## config.mk

```make
export PLATFORM = sky130hd
export DESIGN_NAME = manchester_frame_ctrl
export DESIGN_NICKNAME = d
export VERILOG_FILES = /design/src/rtl/manchester_pkg.sv /design/src/rtl/manchester_sync_detect.sv /design/src/rtl/manchester_frame_ctrl.sv
export SDC_FILE = /design/constraint.sdc
export NUM_CORES = 1
export LEC_CHECK = 0
export ABC_CLOCK_PERIOD_IN_PS = 1900
export BUFFER_PORTS_ARGS = -buffer_cell sky130_fd_sc_hd__buf_2
export CELL_PAD_IN_SITES_DETAIL_PLACEMENT = 0
export CELL_PAD_IN_SITES_GLOBAL_PLACEMENT = 1
export CORE_AREA = 2 2 89 91
export CTS_BUF_LIST = sky130_fd_sc_hd__clkbuf_4
export CTS_CLUSTER_DIAMETER = 30
export DETAILED_ROUTE_END_ITERATION = 10
export DIE_AREA = 0 0 91 93
export PLACE_DENSITY_LB_ADDON = 0.05
export RECOVER_POWER = 25
export SLEW_MARGIN = 20
export SYNTH_ARGS = -nofsm -noshare
export SYNTH_HDL_FRONTEND = slang
export SYNTH_SLANG_ARGS = --single-unit
```

## constraint.sdc

```tcl
create_clock -name aclk -period 1.9 [get_ports aclk]
set_input_delay 0.19 -clock aclk [delete_from_list [all_inputs] [get_ports aclk]]
set_output_delay 0.19 -clock aclk [all_outputs]
set_load 0.005 [all_outputs]
```

## src/rtl/manchester_pkg.sv

```systemverilog
// Shared types and constants for the Manchester frame sequencer.
package manchester_pkg;

    typedef enum logic {
        ST_HUNT    = 1'b0,
        ST_PAYLOAD = 1'b1
    } state_t;

    // Last preamble byte followed by the start-of-frame delimiter.
    localparam logic [15:0] SYNC_WORD_DEF = 16'hAAD5;

    localparam int BYTE_W = 8;

endpackage

```

## src/rtl/manchester_sync_detect.sv

```systemverilog
// 16-bit sliding window that hunts for the sync word on up to two bits per cycle.
module manchester_sync_detect
    import manchester_pkg::*;
#(
    parameter logic [15:0] SYNC_WORD = SYNC_WORD_DEF
) (
    input  logic       clk,
    input  logic       srst,
    input  logic       i_clear,
    input  logic       i_seed,
    input  logic       i_shift,
    input  logic [1:0] i_bits,
    input  logic [1:0] i_count,
    output logic       o_match,
    output logic       o_match_first
);

    logic [15:0]       r_window;
    logic [15:0]       w_win1;
    logic [15:0]       w_win2;
    logic [1:0]        w_step_bit;
    logic [1:0]        w_step_vld;
    logic [1:0][15:0]  w_win_step;
    logic [1:0]        w_hit;

    // With two bits in a cycle in_bits[1] is the earlier one.
    assign w_step_bit[0] = (i_count == 2'd2) ? i_bits[1] : i_bits[0];
    assign w_step_bit[1] = i_bits[0];
    assign w_step_vld[0] = (i_count == 2'd1) || (i_count == 2'd2);
    assign w_step_vld[1] = (i_count == 2'd2);

    assign w_win1 = {r_window[14:0], w_step_bit[0]};
    assign w_win2 = {w_win1[14:0], w_step_bit[1]};
    assign w_win_step[0] = w_win1;
    assign w_win_step[1] = w_win2;

    // Compare the window after each individual bit shift.
    for (genvar gi = 0; gi < 2; gi++) begin : g_cmp
        assign w_hit[gi] = w_step_vld[gi] && (w_win_step[gi] == SYNC_WORD);
    end

    assign o_match       = |w_hit;
    // Match on the earlier of two bits: the later bit belongs to the payload.
    assign o_match_first = w_hit[0] && w_step_vld[1];

    // Window update: clear, reload with a single leftover bit, or shift.
    always_ff @(posedge clk) begin
        if (srst || i_clear) begin
            r_window <= '0;
        end else if (i_seed) begin
            r_window <= {15'd0, i_bits[0]};
        end else if (i_shift) begin
            if (i_count == 2'd1) begin
                r_window <= w_win1;
            end else if (i_count == 2'd2) begin
                r_window <= w_win2;
            end
        end
    end

endmodule

```

## src/rtl/manchester_frame_ctrl.sv

```systemverilog
// Frame sequencer: sync hunt, payload byte assembly, abort and decoder resync.
module manchester_frame_ctrl
    import manchester_pkg::*;
#(
    parameter logic [15:0] SYNC_WORD    = SYNC_WORD_DEF,
    parameter int          FRAME_BYTES  = 4,
    parameter int          IDLE_TIMEOUT = 16
) (
    input  logic                aclk,
    input  logic                areset,
    input  logic [1:0]          in_bits,
    input  logic [1:0]          in_count,
    input  logic                dec_err,
    output logic [BYTE_W-1:0]   m_tdata,
    output logic                m_tvalid,
    output logic                m_tlast,
    output logic                frame_done,
    output logic                frame_err,
    output logic                dec_resync,
    output logic                locked
);

    state_t             r_state, w_state_next;
    logic [BYTE_W-1:0]  r_asm, w_asm_next;
    logic [2:0]         r_bit_cnt, w_bit_cnt_next;
    logic [7:0]         r_byte_cnt, w_byte_cnt_next;
    logic [15:0]        r_idle_cnt, w_idle_next;
    logic [BYTE_W-1:0]  r_tdata, w_tdata_next;
    logic               r_tvalid, w_tvalid_next;
    logic               r_tlast, w_tlast_next;
    logic               r_frame_err, w_frame_err_next;
    logic               r_resync, w_resync_next;

    logic               w_win_clear, w_win_seed, w_win_shift;
    logic               w_match, w_match_first;
    logic               w_first_bit;
    logic [BYTE_W-1:0]  w_asm1, w_asm2;
    logic               w_done_first, w_done_second;
    logic [7:0]         w_byte_inc;
    logic               w_last;
    logic               w_idle_hit, w_abort;

    manchester_sync_detect #(
        .SYNC_WORD (SYNC_WORD)
    ) u_sync (
        .clk           (aclk),
        .srst          (areset),
        .i_clear       (w_win_clear),
        .i_seed        (w_win_seed),
        .i_shift       (w_win_shift),
        .i_bits        (in_bits),
        .i_count       (in_count),
        .o_match       (w_match),
        .o_match_first (w_match_first)
    );

    // Serialise up to two bits into the assembler; at most one byte completes.
    assign w_first_bit   = (in_count == 2'd2) ? in_bits[1] : in_bits[0];
    assign w_asm1        = {r_asm[BYTE_W-2:0], w_first_bit};
    assign w_asm2        = {w_asm1[BYTE_W-2:0], in_bits[0]};
    assign w_done_first  = ((in_count == 2'd1) || (in_count == 2'd2)) && (r_bit_cnt == 3'd7);
    assign w_done_second = (in_count == 2'd2) && (r_bit_cnt == 3'd6);
    assign w_byte_inc    = r_byte_cnt + 8'd1;
    assign w_last        = (w_byte_inc == 8'(FRAME_BYTES));
    assign w_idle_hit    = (in_count == 2'd0) && (r_idle_cnt >= 16'(IDLE_TIMEOUT - 1));
    assign w_abort       = dec_err || (in_count == 2'd3) || w_idle_hit;

    // Next-state, datapath and strobe decode.
    always_comb begin
        w_state_next     = r_state;
        w_asm_next       = r_asm;
        w_bit_cnt_next   = r_bit_cnt;
        w_byte_cnt_next  = r_byte_cnt;
        w_idle_next      = r_idle_cnt;
        w_tdata_next     = r_tdata;
        w_tvalid_next    = 1'b0;
        w_tlast_next     = 1'b0;
        w_frame_err_next = 1'b0;
        w_resync_next    = 1'b0;
        w_win_clear      = 1'b0;
        w_win_seed       = 1'b0;
        w_win_shift      = 1'b0;
        unique case (r_state)
            ST_HUNT: begin
                if (dec_err || (in_count == 2'd3)) begin
                    // Bad decode while hunting: restart the decoder, drop the window.
                    w_win_clear   = 1'b1;
                    w_resync_next = 1'b1;
                end else if (w_match) begin
                    w_state_next    = ST_PAYLOAD;
                    w_win_clear     = 1'b1;
                    w_byte_cnt_next = 8'd0;
                    w_idle_next     = 16'd0;
                    if (w_match_first) begin
                        w_asm_next     = {{(BYTE_W-1){1'b0}}, in_bits[0]};
                        w_bit_cnt_next = 3'd1;
                    end else begin
                        w_asm_next     = '0;
                        w_bit_cnt_next = 3'd0;
                    end
                end else begin
                    w_win_shift = 1'b1;
                end
            end
            ST_PAYLOAD: begin
                if (w_abort) begin
                    w_state_next     = ST_HUNT;
                    w_asm_next       = '0;
                    w_bit_cnt_next   = 3'd0;
                    w_byte_cnt_next  = 8'd0;
                    w_idle_next      = 16'd0;
                    w_frame_err_next = 1'b1;
                    w_resync_next    = 1'b1;
                    w_win_clear      = 1'b1;
                end else if (in_count == 2'd0) begin
                    if (r_idle_cnt != 16'hFFFF) begin
                        w_idle_next = r_idle_cnt + 16'd1;
                    end
                end else begin
                    w_idle_next    = 16'd0;
                    w_asm_next     = (in_count == 2'd2) ? w_asm2 : w_asm1;
                    w_bit_cnt_next = r_bit_cnt + ((in_count == 2'd2) ? 3'd2 : 3'd1);
                    if (w_done_first || w_done_second) begin
                        w_tvalid_next   = 1'b1;
                        w_tdata_next    = w_done_first ? w_asm1 : w_asm2;
                        w_byte_cnt_next = w_byte_inc;
                        if (w_last) begin
                            w_tlast_next    = 1'b1;
                            w_state_next    = ST_HUNT;
                            w_asm_next      = '0;
                            w_bit_cnt_next  = 3'd0;
                            w_byte_cnt_next = 8'd0;
                            // A bit trailing the final byte starts the next hunt.
                            if ((in_count == 2'd2) && w_done_first) begin
                                w_win_seed = 1'b1;
                            end else begin
                                w_win_clear = 1'b1;
                            end
                        end
                    end
                end
            end
            default: begin
                w_state_next = ST_HUNT;
            end
        endcase
    end

    // State and output registers.
    always_ff @(posedge aclk) begin
        if (areset) begin
            r_state     <= ST_HUNT;
            r_asm       <= '0;
            r_bit_cnt   <= 3'd0;
            r_byte_cnt  <= 8'd0;
            r_idle_cnt  <= 16'd0;
            r_tdata     <= '0;
            r_tvalid    <= 1'b0;
            r_tlast     <= 1'b0;
            r_frame_err <= 1'b0;
            r_resync    <= 1'b0;
        end else begin
            r_state     <= w_state_next;
            r_asm       <= w_asm_next;
            r_bit_cnt   <= w_bit_cnt_next;
            r_byte_cnt  <= w_byte_cnt_next;
            r_idle_cnt  <= w_idle_next;
            r_tdata     <= w_tdata_next;
            r_tvalid    <= w_tvalid_next;
            r_tlast     <= w_tlast_next;
            r_frame_err <= w_frame_err_next;
            r_resync    <= w_resync_next;
        end
    end

    assign m_tdata    = r_tdata;
    assign m_tvalid   = r_tvalid;
    assign m_tlast    = r_tlast;
    assign frame_done = r_tlast;
    assign frame_err  = r_frame_err;
    assign dec_resync = r_resync;
    assign locked     = (r_state == ST_PAYLOAD);

endmodule

```

==> results.py, run 1 <==
metrics = {
    "yosys": {
        "synth_commonest_cells": "62 x dfxtp_1, 53 x nor2_1, 29 x nand2_1",
        "ys_seq_elements": 62,
        "synth_cell_types": 63,
        "synth_edf_count": 0,
        "yosysTopAreaCellShare_pct": 38.9,
        "muxShareOfSynthArea_pct": 7.14,
        "synth.most_common_cell": "dfxtp_1",
        "syn-cell-area_um2": 3190,
        "synthFlopType": "dfxtp_1",
        "syn_inst": 347,
        "synth_compound_area_share_pct": 21.0,
        "synthAdderAreaFrac_pct": 3.37,
        "synth_warnings": 0,
        "synth_top_family_by_area": "simple AND/OR/NAND/NOR gates",
        "syn_nets": 362,
        "synthSimpleGateAreaFrac_pct": 24.8,
        "yosysTopAreaCell": "dfxtp_1",
        "async_reset_ff_share_pct": 0,
        "syn_avg_cell_area_um2": 9.19,
        "ys_seq_area_share_pct": 38.9,
        "synth_xor_area_share_pct": 1.37,
        "synth_area_leaders": "dfxtp_1 39%, nor2_1 6.2%, mux2i_1 5.6%",
    },
    "worst_setup_path": {
        "rrSetupSlack_ps": -70,
        "crit_path_start_kind": "flop",
        "cp-end-kind": "flop",
        "worstPathArrival_ps": 2290,
        "critPathKind": "flop to flop",
        "crit-reg2reg-launch": "r_byte_cnt[0]$_SDFFE_PP0P_",
        "r2r_end": "u_sync.r_window[4]$_SDFFE_PP0P_",
        "path_max_fanout": 14,
        "r2r_cells": 8,
        "cp.required_ps": 2220,
    },
    "die": {
        "boundaryPins": 21,
        "die_x_um": 91,
        "die_area_um2": 8460,
        "core_region_area_um2": 7530,
        "die_h_um": 93,
        "initial_core_util_pct": 42.4,
        "row_count": 32,
    },
    "place": {
        "place_congestion": 0.783,
        "dp.cells": 531,
        "hpwl_um": 5590,
        "place_ws_ps": -237,
        "port_buffers": 20,
    },
    "grt": {
        "grt_pass1_vias": 2648,
        "grt_max_degree": 25,
        "grt_use_total_pct": 19.0,
        "antenna_found_initial": 0,
        "grt_first_pass_wirelength_um": 12700,
        "overflow": 0,
    },
    "route": {
        "via_per_inst": 5.25,
        "drt_wl_total_um": 7950,
        "vias": 2913,
        "ant_nets": 0,
        "wl_per_cell_um": 14.3,
        "drc": 0,
        "drt_iter0_drc": 94,
        "first_pass_iters": 4,
    },
    "clock_network": {
        "cts.reportedPaths.clkPinSlew_ps": 110,
        "cts_buffers": 9,
        "tritoncts": "done",
        "cts_buffer_depth": 2,
        "cts_hold_buf": 0,
        "cts_sinks": 62,
        "htreeDepth": 3,
        "cts_root_buf": "clkbuf_4",
        "clock_latency_ps": 420,
    },
    "outcome": {
        "violations": "negative setup slack",
        "outcome": "finished, violations left",
    },
    "power": {
        "leakagePower_nw": 1.73,
        "power.density_nw_per_um2": 637,
        "power_mw": 2.89,
        "ir_drop_mv": 0.388,
    },
    "sta": {
        "whs_ps": 157,
        "fin_skew_ps": 13.9,
        "max_slew_margin_pct": 61.9,
        "finalCriticalPeriod_ps": 1970,
        "setup_viol": 20,
        "finalHoldViolations": 0,
        "setup_ws_ps": -73.2,
        "period_share_pct": 104,
        "worst_pin_slew_ps": 572,
        "drv_slew": 0,
        "rsz0062_at_grt": "yes",
        "fin_tns_setup_ps": -857,
        "clock.fmax_mhz": 507,
    },
    "cells_and_area": {
        "syn2layout_area_growth_pct": 42.4,
        "instances_no_fill": 555,
        "nets": 463,
        "antenna_cells": 0,
        "drive_gt1_share_pct": 42.2,
    },
    "min_path": {
        "hold_class": "input pin to flop",
        "hold_depth": 3,
        "hp-start": "dec_err",
        "holdPathEnd": "dec_resync$_SDFF_PP0_",
    },
    "run": {
        "drv_cap": 0,
    },
}
==> cell type report <==
class | instances | area, um2
fillers | 710 | 2990
multi-input cells | 262 | 2090
flip-flops and latches | 62 | 1250
repair buffers | 104 | 823
clock inverters | 7 | 145
well taps | 102 | 128
clock buffers | 9 | 67.6
inverters | 9 | 33.8
==> worst max path at each step <==
stage	start	to	slack [ps]	cells after the start
final	r_byte_cnt[0]$_SDFFE_PP0P_	u_sync.r_window[4]$_SDFFE_PP0P_	-70	8
after floorplan	in_count[0]	u_sync.r_window[4]$_SDFFE_PP0P_	-30	9
after global routing	r_byte_cnt[0]$_SDFFE_PP0P_	u_sync.r_window[4]$_SDFFE_PP0P_	-160	8
after detailed placement	in_count[0]	u_sync.r_window[4]$_SDFFE_PP0P_	-240	11
after CTS	r_byte_cnt[0]$_SDFFE_PP0P_	u_sync.r_window[4]$_SDFFE_PP0P_	-90	8
after global placement	r_idle_cnt[6]$_SDFFE_PP0P_	r_byte_cnt[2]$_SDFFE_PP0P_	-200	9
==> where the power goes <==
| part | total (mW) | switching (mW) | internal, mW |
|---|---|---|---|
| clock network | 1.35 | 0.541 | 0.805 |
| registers | 1.32 | 0.00810 | 1.31 |
| logic | 0.231 | 0.128 | 0.103 |
| total | 2.89 | 0.677 | 2.22 |
==> cell usage in the layout (no fill, tap or decap), types with 3 or more instances in the layout <==
master | Yosys | layout
buf_4 | 3 | 73
nand2_1 | 29 | 26
mux2_2 | 3 | 3
nand4b_1 | 4 | 4
nor4_4 | 2 | 4
a31oi_1 | 6 | 6
ha_1 | 7 | 5
buf_12 | 0 | 6
dfxtp_1 | 62 | 54
and3_1 | 10 | 9
nor3_1 | 7 | 4
a211oi_1 | 10 | 6
a21oi_2 | 1 | 4
o21ai_0 | 7 | 4
nor2_4 | 1 | 5
a22o_1 | 3 | 3
a211oi_2 | 9 | 13
mux2i_1 | 18 | 18
nor2_2 | 2 | 3
a21oi_1 | 17 | 14
nand3_1 | 11 | 11
dfxtp_2 | 0 | 8
xnor2_1 | 5 | 5
nor2_1 | 53 | 48
nor3_2 | 0 | 3
nand4_1 | 4 | 4
clkbuf_4 | 0 | 9
buf_2 | 3 | 19
bufinv_16 | 0 | 4
a311oi_1 | 7 | 6
inv_1 | 9 | 9
a41oi_1 | 3 | 3
buf_6 | 1 | 5
==> metal layers <==
layer  share of wire, %  up-vias  GRT usage [%]
li1                   -     1493              -
met2                 47       42           31.2
met3                2.6        9           4.19
met5                  0        -              0
met4                1.1        0           6.44
met1                 49     1369           24.7
==> state kept, by name (all words and copies together) (netlist names) <==
| register | count |
|---|---|
| r_idle_cnt | 16 |
| u_sync.r_window | 15 |
| m_tdata | 8 |
| r_byte_cnt | 8 |
| r_asm | 7 |
| r_bit_cnt | 3 |
| dec_resync | 1 |
| frame_done | 1 |
| frame_err | 1 |
| locked | 1 |
| m_tvalid | 1 |
==> per-stage QoR <==
step	util [%]	instance area (um2)
final	60.3	4540
after global routing	60.3	4540
after CTS	57.7	4340
after detailed placement	53.1	4000
after global placement	53.1	4000
after floorplan	-	3210
==> what timing repair did <==
item                       4_1_cts  5_1_grt
setup endpoints to repair       45       45
gates resized for setup         20       35
buffers inserted                 4        4
pin swaps                        9       25
cloned                           0        0
==> critical path, cell delays in order, from the launching register on <==
cell	delay, ps
dfxtp_2	380
ha_4	130
or4b_4	460
nor4_4	150
buf_4	170
nand4_1	180
o211ai_2	150
buf_12	180
a211oi_1	50
==> logic make-up after synthesis <==
group / Yosys count
muxes: 22
xor gates and xnor gates: 5
DFF: 62
buffers and inverters: 23
AOI/OAI and AO/OA: 82
adders and majority gates: 8
and+or+nand+nor: 145
No activity file was read; power rests on OpenSTA's default activity.
==> inputs of run 2 (changes only) <==
Settings changed: GPL_TIMING_DRIVEN set to 0.
==> run 2 against run 1 <==
  * The run still ends with negative setup slack left
  * Via count decreased by 5.7%
  * Flip-flop and latch count unchanged
  * Power decreased by 6.7%
==> results.py, run 2 (synthesized netlist as in run 1, its figures left out) <==
metrics = {
    "sta": {
        "setup_ws_ps": -160,
        "rsz0062_at_grt": "yes",
        "fin_tns_setup_ps": -2050,
        "finalCriticalPeriod_ps": 2060,
        "period_share_pct": 108,
        "fin_skew_ps": 15.7,
        "clock.fmax_mhz": 485,
        "setup_viol": 24,
        "max_slew_margin_pct": 59.3,
        "worst_pin_slew_ps": 610,
        "finalHoldViolations": 0,
        "drv_slew": 0,
    },
    "clock_network": {
        "clock_latency_ps": 410,
        "cts.reportedPaths.clkPinSlew_ps": 110,
        "cts_buffers": 9,
        "cts_root_buf": "clkbuf_4",
        "cts_sinks": 62,
        "tritoncts": "done",
        "htreeDepth": 3,
        "cts_buffer_depth": 2,
    },
    "worst_setup_path": {
        "worstPathArrival_ps": 2360,
        "crit_path_start_kind": "flop",
        "r2r_cells": 8,
        "critPathKind": "flop to flop",
        "cp-end-kind": "flop",
        "rrSetupSlack_ps": -160,
        "r2r_end": "u_sync.r_window[7]$_SDFFE_PP0P_",
        "crit-reg2reg-launch": "r_byte_cnt[0]$_SDFFE_PP0P_",
        "crit_start": "r_byte_cnt[0]$_SDFFE_PP0P_",
        "crit_path_end": "u_sync.r_window[7]$_SDFFE_PP0P_",
        "cp.required_ps": 2200,
        "path_max_fanout": 5,
    },
    "die": {
        "boundaryPins": 21,
        "die_h_um": 93,
        "die_area_um2": 8460,
        "row_count": 32,
        "core_region_area_um2": 7530,
        "die_x_um": 91,
        "initial_core_util_pct": 42.4,
    },
    "route": {
        "via_per_inst": 5.44,
        "drt_iter0_drc": 87,
        "ant_nets": 0,
        "wl_per_cell_um": 15.9,
        "drt_wl_total_um": 8050,
        "drc": 0,
        "vias": 2747,
        "first_pass_iters": 4,
    },
    "grt": {
        "grt_max_degree": 12,
        "grt_pass1_vias": 2630,
        "grt_first_pass_wirelength_um": 13200,
        "overflow": 0,
        "grt_use_total_pct": 19.5,
        "antenna_found_initial": 0,
    },
    "place": {
        "dp.cells": 469,
        "port_buffers": 20,
        "place_congestion": 0.752,
        "hpwl_um": 5490,
    },
    "power": {
        "ir_drop_mv": 0.267,
        "leakagePower_nw": 1.42,
        "power_mw": 2.70,
        "power.density_nw_per_um2": 667,
    },
    "cells_and_area": {
        "regArea_um2": 1250,
        "instances_no_fill": 505,
        "fill_cells": 732,
        "top_regs": "r_idle_cnt (16), u_sync.r_window (15)",
        "multi_input_area_um2": 2070,
        "regMostFlops": "r_idle_cnt",
        "drive_gt1_share_pct": 30.8,
        "syn2layout_area_growth_pct": 26.8,
        "antenna_cells": 0,
        "mostFrequentLayoutCell": "dfxtp_1",
        "largest_reg_flops": 16,
        "layout_common_cells": "53 x dfxtp_1, 49 x nor2_1, 29 x nand2_1, 20 x buf_4, 20 x buf_2",
        "nets": 413,
    },
    "min_path": {
        "hold_class": "input pin to flop",
    },
    "run": {
        "drv_cap": 0,
    },
    "outcome": {
        "outcome": "finished, violations left",
        "violations": "negative setup slack",
    },
}
-- run 2: repair_timing --
action / CTS / global route
buffers inserted: 13 / 7
setup endpoints to repair: 57 / 48
hold buffers: 0 / 0
gates resized for setup: 26 / 21
pin swaps: 5 / 3
cloned: 0 / 2
-- run 2: worst min-delay path by stage --
stage	from	endpoint	slack [ps]	depth (start not counted)
4_1_cts	in_bits[0]	r_asm[0]$_SDFFE_PP0P_	120	3
3_5_place_dp	m_tdata[0]$_SDFFE_PP0P_	m_tdata[0]$_SDFFE_PP0P_	440	2
5_1_grt	in_bits[0]	r_asm[0]$_SDFFE_PP0P_	160	3
3_3_place_gp	m_tdata[1]$_SDFFE_PP0P_	m_tdata[1]$_SDFFE_PP0P_	440	2
2_1_floorplan	in_bits[0]	r_asm[0]$_SDFFE_PP0P_	330	2
6_report	in_bits[0]	r_asm[0]$_SDFFE_PP0P_	130	3
-- run 2: cell type report --
cell class | instances | share of cell area (%)
Buffer | 12 | 1.92
Multi-Input combinational cell | 263 | 51.2
Timing Repair Buffer | 41 | 7.42
Clock buffer | 11 | 2.04
Tap cell | 102 | 3.15
Inverter | 9 | 0.835
Clock inverter | 5 | 2.41
Sequential cell | 62 | 31.0
-- run 2: through the flow --
| step | hold slack (ps) | worst slack, ps | cell area, um2 | util [%] |
|---|---|---|---|---|
| 3_3_place_gp | 439 | -576 | 3440 | 45.7 |
| 6_report | 133 | -160 | 4050 | 53.7 |
| 3_5_place_dp | 444 | -587 | 3440 | 45.7 |
| 2_1_floorplan | 330 | -26.0 | 3210 | - |
| 5_1_grt | 159 | -234 | 4050 | 53.7 |
| 4_1_cts | 124 | -185 | 3860 | 51.3 |
-- run 2: critical path: stages (launching register included) --
cell	delay [ps]
dfxtp_2	370
ha_4	130
or4b_4	460
nor4_4	130
buf_4	180
nand4_1	200
o211ai_4	220
clkbuf_16	220
a211oi_2	30
-- run 2: metal layers --
layer  routed length [um]  GRT usage (%)
met5                    0              0
met1                 3860           26.0
met2                 3890           31.9
met4                   88           5.68
met3                  211           4.19
-- run 2: power by group --
group          internal [mW]  switching, mW
Sequential              1.31         0.0118
Combinational         0.0764          0.124
Clock                  0.689          0.490
==> inputs of run 3 (changes only) <==
Settings changed: CORE_AREA 2 2 89 91 to 10 10 97 99, DIE_AREA 0 0 91 93 to 0 0 107 109, PLACE_DENSITY_LB_ADDON 0.05 to 0.1.
==> run 3 against run 2 <==
  * The run still ends with negative setup slack left
  * Global-route usage shrank 5.6 points
  * Clock-buffer cell count is the same
  * Fmax grew 3.4%
==> results.py, run 3 (synthesized netlist as in run 1, its figures left out) <==
metrics = {
    "outcome": {
        "outcome": "finished, violations left",
        "violations": "negative setup slack",
    },
    "route": {
        "drt_wl_total_um": 8360,
        "vias": 2857,
        "ant_nets": 0,
        "drc": 0,
        "wl_per_cell_um": 15.9,
        "first_pass_iters": 4,
        "drt_iter0_drc": 100,
        "via_per_inst": 5.44,
    },
    "place": {
        "hpwl_um": 5500,
        "place_congestion": 0.769,
        "port_buffers": 20,
    },
    "sta": {
        "worst_pin_slew_ps": 618,
        "fin_tns_setup_ps": -1450,
        "period_share_pct": 105,
        "max_slew_margin_pct": 58.8,
        "finalHoldViolations": 0,
        "setup_viol": 21,
        "finalCriticalPeriod_ps": 1990,
        "setup_ws_ps": -92.7,
        "drv_slew": 0,
        "whs_ps": 108,
        "rsz0062_at_grt": "yes",
        "clock.fmax_mhz": 502,
        "fin_skew_ps": 15.7,
    },
    "power": {
        "ir_drop_mv": 0.301,
        "power.density_nw_per_um2": 596,
        "leakagePower_nw": 1.51,
    },
    "grt": {
        "grt.busiest_layer": "met2",
        "grt_first_pass_wirelength_um": 13100,
        "grt_util_met3_pct": 3.48,
        "met2_usage_pct": 22.5,
        "grt_pass1_vias": 2666,
        "grt_use_total_pct": 13.9,
        "grt_max_degree": 11,
        "use_met1_pct": 17.2,
        "antenna_found_initial": 0,
        "overflow": 0,
    },
    "worst_setup_path": {
        "path_max_fanout": 5,
        "critPathBufInv": 3,
        "crit_path_start_kind": "flop",
        "worst_path_largest_cell_delay_ps": 460,
        "crit_slowest_cell": "or4b_4",
        "critPathKind": "flop to flop",
        "cp_top_family": "simple AND/OR/NAND/NOR gates",
        "worstPathArrival_ps": 2290,
        "cp.required_ps": 2200,
        "crit_chain": "ha_4, or4b_4, nor4_4, buf_4, a31oi_4, o211ai_2, buf_6, buf_6, a211oi_2",
        "cpMostUsedCell": "buf_6",
        "cp-end-kind": "flop",
    },
    "clock_network": {
        "htreeDepth": 3,
        "cts_hold_buf": 0,
        "cts_buffer_depth": 2,
        "clock_latency_ps": 420,
        "cts_buffers": 9,
        "tritoncts": "done",
        "cts.reportedPaths.clkPinSlew_ps": 110,
        "cts_sinks": 62,
        "cts_root_buf": "clkbuf_4",
    },
    "die": {
        "die_area_um2": 11700,
        "row_count": 32,
        "die_h_um": 109,
        "die_x_um": 107,
        "boundaryPins": 21,
        "initial_core_util_pct": 42.4,
        "core_region_area_um2": 7530,
    },
    "cells_and_area": {
        "largest_reg_flops": 16,
        "mostFrequentLayoutCell": "nor2_1",
        "final_core_util_pct": 57.2,
        "fill_cells": 687,
        "syn2layout_area_growth_pct": 35.1,
        "regMostFlops": "r_idle_cnt",
        "top_regs": "r_idle_cnt (16), u_sync.r_window (15)",
        "nets": 433,
        "layout_common_cells": "48 x nor2_1, 43 x dfxtp_1, 30 x buf_4, 26 x nand2_1, 18 x mux2i_1",
        "drive_gt1_share_pct": 39.7,
        "antenna_cells": 0,
    },
    "run": {
        "drv_cap": 0,
    },
    "min_path": {
        "hold_class": "input pin to flop",
    },
}
## run 3: cell type report
cell class | count | area [um2] | area share [%]
clock buffer | 11 | 82.6 | 1.92
timing repair buffer | 61 | 464 | 10.8
clock inverter | 5 | 73.8 | 1.71
inverter | 9 | 36.3 | 0.842
buffer | 13 | 82.6 | 1.92
multi-input combinational | 262 | 2170 | 50.3
sequential | 62 | 1270 | 29.6
tap | 102 | 128 | 2.96
## run 3: what timing repair did
| item | 4_1_cts | 5_1_grt |
|---|---|---|
| resized for setup | 29 | 73 |
| buffers inserted | 19 | 19 |
| endpoints found under the setup margin | 57 | 58 |
| pin swaps | 9 | 41 |
| cloned | 1 | 2 |
## run 3: final timing paths
path / slack, ps / cells past startpoint / endpoint / start
worst max-delay path: -90 / 9 / u_sync.r_window[14]$_SDFFE_PP0P_ / r_byte_cnt[0]$_SDFFE_PP0P_
worst min-delay path: 110 / 3 / r_asm[0]$_SDFFE_PP0P_ / in_bits[0]
worst max register to register: -90 / 9 / u_sync.r_window[14]$_SDFFE_PP0P_ / r_byte_cnt[0]$_SDFFE_PP0P_
worst min register to register: 460 / 2 / m_tdata[1]$_SDFFE_PP0P_ / m_tdata[1]$_SDFFE_PP0P_
## run 3: worst reg2reg max path: stages (launching register included)
cell      delay (ps)
dfxtp_4          380
ha_4             130
or4b_4           460
nor4_4           130
buf_4            180
a31oi_4          100
o211ai_2         190
buf_6            140
buf_6            130
a211oi_2          40
## run 3: power breakdown
part | total [mW] | internal [mW] | switching (mW)
Clock | 1.03 | 0.556 | 0.477
Sequential | 1.32 | 1.30 | 0.0117
Combinational | 0.218 | 0.0881 | 0.130
Total | 2.57 | 1.95 | 0.618
## run 3: through the flow
step                area, um2  total power, mW  cells  setup slack, ps
detailed placement       3440             1.52    469             -565
CTS                      3900             2.57    505             -160
global placement         3440             1.52    469             -561
global route             4310             2.66    525             -266
floorplan                3210             1.47    347            -26.0
finish                   4310             2.57    525            -92.7
## run 3: metal layers
| layer | vias to the layer above | routed length, um | part of all wire, % |
|---|---|---|---|
| met2 | 40 | 4040 | 48 |
| met5 | - | 0 | 0 |
| li1 | 1427 | - | - |
| met3 | 12 | 324 | 3.9 |
| met4 | 0 | 171 | 2.0 |
| met1 | 1378 | 3820 | 46 |
